`config.mk`:
```
export PLATFORM = sky130hd
export DESIGN_NAME = big_core_mem_arb
export DESIGN_NICKNAME = d
export VERILOG_FILES = /design/src/rtl/big_core_pkg.sv /design/src/rtl/big_core_rsp_tag_pipe.sv /design/src/rtl/big_core_mem_arb.sv
export SDC_FILE = /design/constraint.sdc
export NUM_CORES = 1
export LEC_CHECK = 0
export CORE_AREA = 5 5 119 121
export CTS_CLUSTER_DIAMETER = 80
export CTS_CLUSTER_SIZE = 30
export DETAILED_ROUTE_END_ITERATION = 8
export DIE_AREA = 0 0 124 126
export SETUP_SLACK_MARGIN = 0.15
export SLEW_MARGIN = 20
export SYNTH_ARGS = -nofsm -noshare
export SYNTH_HDL_FRONTEND = slang
export SYNTH_SLANG_ARGS = --single-unit
```
`constraint.sdc`:
```
create_clock -name Clk -period 1.5 [get_ports Clk]
set_input_delay 0.3 -clock Clk [delete_from_list [all_inputs] [get_ports Clk]]
set_output_delay 0.3 -clock Clk [all_outputs]
set_load 0.02 [all_outputs]
```
`src/rtl/big_core_pkg.sv`:
```
// Shared types for the big_core memory-side blocks: requester ids and the
// request bundle driven onto a memory port.
package big_core_pkg;

    typedef enum logic {
        ARB_CORE = 1'b0,
        ARB_HOST = 1'b1
    } t_arb_id;

    typedef struct packed {
        logic [31:0] addr;
        logic [31:0] wr_data;
        logic [3:0]  byte_en;
        logic        wr_en;
    } t_mem_req;

endpackage

```
`src/rtl/big_core_rsp_tag_pipe.sv`:
```
// Fixed-latency {vld, id} shift register that remembers who issued each read,
// so the response can be steered back when the memory data arrives.
module big_core_rsp_tag_pipe
    import big_core_pkg::*;
#(
    parameter int unsigned Depth = 1
) (
    input  logic clk_i,
    input  logic rst_i,
    input  logic vld_i,
    input  logic id_i,
    output logic vld_o,
    output logic id_o
);

    typedef struct packed {
        logic    vld;
        t_arb_id id;
    } t_tag;

    t_tag tag_q [Depth];

    always_ff @(posedge clk_i) begin
        if (rst_i) begin
            for (int unsigned i = 0; i < Depth; i++) begin
                tag_q[i] <= '0;
            end
        end else begin
            tag_q[0] <= '{vld: vld_i, id: t_arb_id'(id_i)};
            for (int unsigned i = 1; i < Depth; i++) begin
                tag_q[i] <= tag_q[i-1];
            end
        end
    end

    assign vld_o = tag_q[Depth-1].vld;
    assign id_o  = tag_q[Depth-1].id;

endmodule

```
`src/rtl/big_core_mem_arb.sv`:
```
// Core/host arbiter for the shared data-memory port: round-robin grant with a
// bounded host lock, plus read-response steering through a tag pipeline.
module big_core_mem_arb
    import big_core_pkg::*;
#(
    parameter int unsigned RD_LATENCY = 1,
    parameter int unsigned LOCK_MAX   = 8
) (
    input  logic        Clk,
    input  logic        Rst,
    input  logic        CoreReq,
    input  logic [31:0] CoreAddr,
    input  logic [31:0] CoreWrData,
    input  logic [3:0]  CoreByteEn,
    input  logic        CoreWrEn,
    output logic        CoreReady,
    output logic        CoreRspVld,
    output logic [31:0] CoreRspData,
    input  logic        HostReq,
    input  logic [31:0] HostAddr,
    input  logic [31:0] HostWrData,
    input  logic [3:0]  HostByteEn,
    input  logic        HostWrEn,
    output logic        HostReady,
    output logic        HostRspVld,
    output logic [31:0] HostRspData,
    input  logic        HostLock,
    output logic [31:0] MemAddress,
    output logic [31:0] MemData,
    output logic [3:0]  MemByteEn,
    output logic        MemWrEn,
    output logic        MemRdEn,
    input  logic [31:0] MemRspData
);

    localparam int unsigned CntW = $clog2(LOCK_MAX + 1);
    localparam logic [CntW-1:0] LockMax = CntW'(LOCK_MAX);

    t_arb_id         last_gnt_q, last_gnt_d;
    logic [CntW-1:0] lock_cnt_q, lock_cnt_d;
    logic            core_gnt, host_gnt;
    t_arb_id         gnt_id;
    t_mem_req        core_req, host_req, mem_req;
    logic            tag_vld, tag_id;

    // Lock only extends a host streak; once it hits LockMax the core gets one slot.
    always_comb begin
        core_gnt = 1'b0;
        host_gnt = 1'b0;
        if (!Rst) begin
            if (CoreReq && HostReq) begin
                if (HostLock && last_gnt_q == ARB_HOST && lock_cnt_q < LockMax) begin
                    host_gnt = 1'b1;
                end else if (last_gnt_q == ARB_HOST) begin
                    core_gnt = 1'b1;
                end else begin
                    host_gnt = 1'b1;
                end
            end else begin
                core_gnt = CoreReq;
                host_gnt = HostReq;
            end
        end
    end

    assign gnt_id    = host_gnt ? ARB_HOST : ARB_CORE;
    assign CoreReady = core_gnt;
    assign HostReady = host_gnt;

    assign core_req = '{addr: CoreAddr, wr_data: CoreWrData, byte_en: CoreByteEn,
                        wr_en: CoreWrEn};
    assign host_req = '{addr: HostAddr, wr_data: HostWrData, byte_en: HostByteEn,
                        wr_en: HostWrEn};

    always_comb begin
        mem_req = '0;
        if (core_gnt) begin
            mem_req = core_req;
        end else if (host_gnt) begin
            mem_req = host_req;
        end
    end

    assign MemAddress = mem_req.addr;
    assign MemData    = mem_req.wr_data;
    assign MemByteEn  = mem_req.byte_en;
    assign MemWrEn    = mem_req.wr_en;
    assign MemRdEn    = (core_gnt || host_gnt) && !mem_req.wr_en;

    always_comb begin
        last_gnt_d = last_gnt_q;
        if (core_gnt || host_gnt) begin
            last_gnt_d = gnt_id;
        end
        lock_cnt_d = lock_cnt_q;
        if (!HostLock || core_gnt) begin
            lock_cnt_d = '0;
        end else if (host_gnt && lock_cnt_q != LockMax) begin
            lock_cnt_d = lock_cnt_q + 1'b1;
        end
    end

    always_ff @(posedge Clk) begin
        if (Rst) begin
            last_gnt_q <= ARB_HOST;
            lock_cnt_q <= '0;
        end else begin
            last_gnt_q <= last_gnt_d;
            lock_cnt_q <= lock_cnt_d;
        end
    end

    big_core_rsp_tag_pipe #(
        .Depth (RD_LATENCY)
    ) u_tag_pipe (
        .clk_i (Clk),
        .rst_i (Rst),
        .vld_i (MemRdEn),
        .id_i  (gnt_id),
        .vld_o (tag_vld),
        .id_o  (tag_id)
    );

    // Gate with Rst so a response landing in the reset cycle itself is dropped.
    assign CoreRspVld  = !Rst && tag_vld && (tag_id == ARB_CORE);
    assign HostRspVld  = !Rst && tag_vld && (tag_id == ARB_HOST);
    assign CoreRspData = MemRspData;
    assign HostRspData = MemRspData;

endmodule

```
==> impl_metrics.xml <==
<?xml version="1.0" encoding="UTF-8"?>
<metrics>
  <group name="status">
    <metric name="outcome" unit="">finished with violations</metric>
    <metric name="failed_checks" unit="">negative setup slack</metric>
  </group>
  <group name="drt">
    <metric name="ant_nets" unit="">0</metric>
    <metric name="drc" unit="">0</metric>
    <metric name="met3RoutedLength" unit="um">1010</metric>
    <metric name="dr.pass1.iters" unit="">4</metric>
    <metric name="wl_per_cell" unit="um">17.6</metric>
    <metric name="avgViaCountPerCell" unit="">3.97</metric>
    <metric name="met1Wirelength" unit="um">3300</metric>
    <metric name="drt_wl_total" unit="um">9840</metric>
    <metric name="via_count" unit="">2221</metric>
    <metric name="detailedRoute.firstIterationViolations" unit="">34</metric>
    <metric name="met2_wirelength" unit="um">5390</metric>
    <metric name="routed.top_layer" unit="">met5</metric>
  </group>
  <group name="global_route">
    <metric name="grt_first_pass_wirelength" unit="um">14300</metric>
    <metric name="grt_overflow" unit="">0</metric>
    <metric name="grt_antenna_before_repair" unit="">1</metric>
    <metric name="largest_net_degree_at_the_start_of_global_routing" unit="">15</metric>
    <metric name="vias_in_the_first_global_route" unit="">2689</metric>
    <metric name="grt_use_total" unit="%">11.7</metric>
  </group>
  <group name="timing">
    <metric name="hold_viol" unit="">0</metric>
    <metric name="timing_worst_slew_pin_value" unit="ps">253</metric>
    <metric name="timing.final.crit_period" unit="ps">2020</metric>
    <metric name="final.period_utilization" unit="%">135</metric>
    <metric name="fin_ws" unit="ps">-519</metric>
    <metric name="timing.hold.ws" unit="ps">409</metric>
    <metric name="achievable-frequency" unit="MHz">495</metric>
    <metric name="timing.max_slew.rel_slack" unit="%">83.1</metric>
    <metric name="finalMaxSlewViolations" unit="">0</metric>
    <metric name="grt_setup_unrepaired" unit="">true</metric>
    <metric name="finalSetupViolations" unit="">74</metric>
    <metric name="worst_clock_skew" unit="ps">2.09</metric>
    <metric name="totalNegativeSetupSlack" unit="ps">-32950</metric>
  </group>
  <group name="logic_synthesis">
    <metric name="yosys.cell_types.count" unit="">31</metric>
    <metric name="dominantRegCellSynth" unit="">sky130_fd_sc_hd__dfxtp_1</metric>
    <metric name="async_set_reset_flop_share_out_of_synthesis" unit="%">0</metric>
    <metric name="syn_area" unit="sq um">1600</metric>
    <metric name="post_synth_inst_count" unit="">188</metric>
    <metric name="yosysSeqAreaShare" unit="%">8.77</metric>
    <metric name="syn_nets" unit="">365</metric>
    <metric name="synth_seq_cells" unit="">7</metric>
    <metric name="synth_enable_flop_cells" unit="">0</metric>
    <metric name="yosysWarningCount" unit="">0</metric>
    <metric name="postSynthAreaPerCell" unit="sq um">8.50</metric>
  </group>
  <group name="setup_path">
    <metric name="end_kind" unit="">primary output</metric>
    <metric name="path_class" unit="">reg2out</metric>
    <metric name="r2r_slack" unit="ps">-230</metric>
    <metric name="worst-r2r-cell-count" unit="">7</metric>
    <metric name="path_max_fanout" unit="">7</metric>
    <metric name="critical_path_arrival" unit="ps">1720</metric>
    <metric name="crit_required" unit="ps">1200</metric>
    <metric name="crit-reg2reg-capture" unit="">lock_cnt_q[3]</metric>
    <metric name="startpoint_type" unit="">flop</metric>
    <metric name="startpoint_of_the_lowest_slack_register_to_register_path" unit="">lock_cnt_q[3]</metric>
  </group>
  <group name="final_layout">
    <metric name="fillCellCount" unit="">1281</metric>
    <metric name="final_core_util" unit="%">37.0</metric>
    <metric name="finalNetCount" unit="">561</metric>
    <metric name="insertedDiodeCount" unit="">0</metric>
    <metric name="area_growth_syn_to_layout" unit="%">201</metric>
    <metric name="ratio_of_cells_with_drive_above_1_in_the_final_layout" unit="%">58.0</metric>
  </group>
  <group name="pwr">
    <metric name="p_leak" unit="nW">2.16</metric>
    <metric name="pwr_density_cell" unit="nW/um^2">448</metric>
    <metric name="total_power" unit="mW">2.16</metric>
    <metric name="peakVddDrop" unit="uV">302</metric>
  </group>
  <group name="hold_path">
    <metric name="hold_class" unit="">in2reg</metric>
    <metric name="min_path_cells" unit="">3</metric>
    <metric name="holdCritStartpoint" unit="">Rst</metric>
    <metric name="timing.hold.worst_endpoint" unit="">last_gnt_q</metric>
  </group>
  <group name="place">
    <metric name="place_ws" unit="ps">-1150</metric>
    <metric name="dpl.hpwl" unit="um">8060</metric>
    <metric name="buffer_ports.inserted" unit="">216</metric>
    <metric name="gpl.final_weighted_congestion" unit="">0.748</metric>
  </group>
  <group name="cts">
    <metric name="clock_latency" unit="ps">230</metric>
    <metric name="number_of_buffers_between_clock_root_and_the_deepest_sink" unit="">2</metric>
    <metric name="cts_inserted_buffers" unit="">3</metric>
    <metric name="worst_setup_hold_path_clk_slew" unit="ps">40</metric>
    <metric name="clock_sink_count" unit="">7</metric>
    <metric name="cts_max_level" unit="">1</metric>
    <metric name="ctsHoldBuffers" unit="">0</metric>
    <metric name="clock-root-buffer" unit="">sky130_fd_sc_hd__clkbuf_16</metric>
    <metric name="cts_tree" unit="">done</metric>
  </group>
  <group name="run">
    <metric name="cap_violations" unit="">0</metric>
  </group>
  <group name="die">
    <metric name="initial_core_util" unit="%">12.3</metric>
    <metric name="core.rowCount" unit="">42</metric>
    <metric name="coreArea" unit="sq um">13000</metric>
    <metric name="dieArea" unit="sq um">15600</metric>
    <metric name="design.portCount" unit="">313</metric>
    <metric name="dieWidth" unit="um">124</metric>
    <metric name="dieHeight" unit="um">126</metric>
  </group>
</metrics>
kinds of logic after synthesis:
| logic type | synth area share [%] |
|---|---|
| compound gates | 44.6 |
| buf+inv | 38.4 |
| flops | 8.77 |
| xor+xnor | 0.548 |
| mux | 0.626 |
| simple gates | 5.48 |
| fa+ha+maj | 1.57 |
timing repair:
item | CTS | global route
setup buffers | 18 | 4
resized for setup | 438 | 17
pin swaps | 6 | 2
endpoints found under the hold margin | 0 | 0
setup endpoints to repair | 79 | 78
cloned | 3 | 0
area by class of cell:
| type | count | area, sq um | area share [%] |
|---|---|---|---|
| Clock buffer | 4 | 78.8 | 1.64 |
| Inverter | 7 | 33.8 | 0.703 |
| Multi-Input combinational cell | 96 | 1490 | 31.0 |
| Sequential cell | 7 | 145 | 3.02 |
| Tap cell | 176 | 220 | 4.58 |
| Timing Repair Buffer | 269 | 2840 | 59.1 |
worst max path at each step:
stage | startpoint | to | slack, ps | cells past startpoint
6_report | lock_cnt_q[3] | MemData[10] | -520 | 7
5_1_grt | lock_cnt_q[3] | MemData[16] | -560 | 8
4_1_cts | lock_cnt_q[3] | MemData[10] | -570 | 7
3_5_place_dp | HostLock | MemAddress[26] | -1150 | 8
3_3_place_gp | HostLock | MemAddress[26] | -1140 | 8
2_1_floorplan | lock_cnt_q[3] | MemAddress[25] | -180 | 5
per-stage QoR:
step | instance area [sq um] | cells
floorplan | 2230 | 188
global placement | 4290 | 530
detailed placement | 4290 | 530
CTS | 4760 | 555
global route | 4810 | 559
finish | 4810 | 559
placed cells by master (no fill, tap or decap), types with 2 or more instances in the layout:
master                            instances
sky130_fd_sc_hd__buf_16                   3
sky130_fd_sc_hd__nor3b_2                  2
sky130_fd_sc_hd__buf_6                   77
sky130_fd_sc_hd__nor2_1                   2
sky130_fd_sc_hd__dfxtp_1                  3
sky130_fd_sc_hd__clkbuf_2                 2
sky130_fd_sc_hd__a22o_4                  67
sky130_fd_sc_hd__inv_1                    3
sky130_fd_sc_hd__buf_12                  11
sky130_fd_sc_hd__clkbuf_16                3
sky130_fd_sc_hd__nand3_1                  2
sky130_fd_sc_hd__dfxtp_2                  4
sky130_fd_sc_hd__dlygate4sd2_1            2
sky130_fd_sc_hd__buf_4                   30
sky130_fd_sc_hd__a22o_1                   2
sky130_fd_sc_hd__nand2b_4                 2
sky130_fd_sc_hd__clkdlybuf4s50_1        138
sky130_fd_sc_hd__inv_2                    3
sky130_fd_sc_hd__buf_2                    5
where the power goes:
group | switching [mW] | total (mW) | internal [mW]
clock network | 0.103 | 0.456 | 0.354
logic | 0.559 | 1.50 | 0.941
registers | 0.00566 | 0.200 | 0.194
total | 0.668 | 2.16 | 1.49
per-layer routing:
| layer | vias to the layer above | GRT usage (%) |
|---|---|---|
| met5 | - | 0 |
| met4 | 2 | 2.26 |
| met3 | 20 | 3.99 |
| met2 | 154 | 23.0 |
| met1 | 1003 | 11.8 |
| li1 | 1042 | - |
sequential cells by signal, indices dropped and copies added, names as in the netlist:
register	cells
u_tag_pipe.tag_q	2
last_gnt_q	1
lock_cnt_q	4
cells in the mapped netlist (2+ instances only):
cell type / number / area, sq um
sky130_fd_sc_hd__a22o_1: 67 / 587
sky130_fd_sc_hd__a22o_2: 2 / 20.0
sky130_fd_sc_hd__buf_2: 2 / 10.0
sky130_fd_sc_hd__buf_4: 64 / 480
sky130_fd_sc_hd__buf_6: 7 / 78.8
sky130_fd_sc_hd__clkbuf_1: 5 / 18.8
sky130_fd_sc_hd__dfxtp_1: 7 / 140
sky130_fd_sc_hd__ha_1: 2 / 25.0
sky130_fd_sc_hd__inv_1: 6 / 22.5
sky130_fd_sc_hd__nand3_1: 2 / 10.0
sky130_fd_sc_hd__nor2_1: 2 / 7.51
sky130_fd_sc_hd__nor3b_1: 2 / 15.0
sky130_fd_sc_hd__o2bb2ai_1: 2 / 17.5
worst max-delay path: stages (launching register included):
cell	delay, ps
sky130_fd_sc_hd__dfxtp_2	310
sky130_fd_sc_hd__nand2b_4	140
sky130_fd_sc_hd__buf_4	140
sky130_fd_sc_hd__a31o_4	260
sky130_fd_sc_hd__inv_8	110
sky130_fd_sc_hd__buf_12	140
sky130_fd_sc_hd__a22o_4	130
sky130_fd_sc_hd__clkdlybuf4s15_2	250
(Power assumes the default switching activity.)
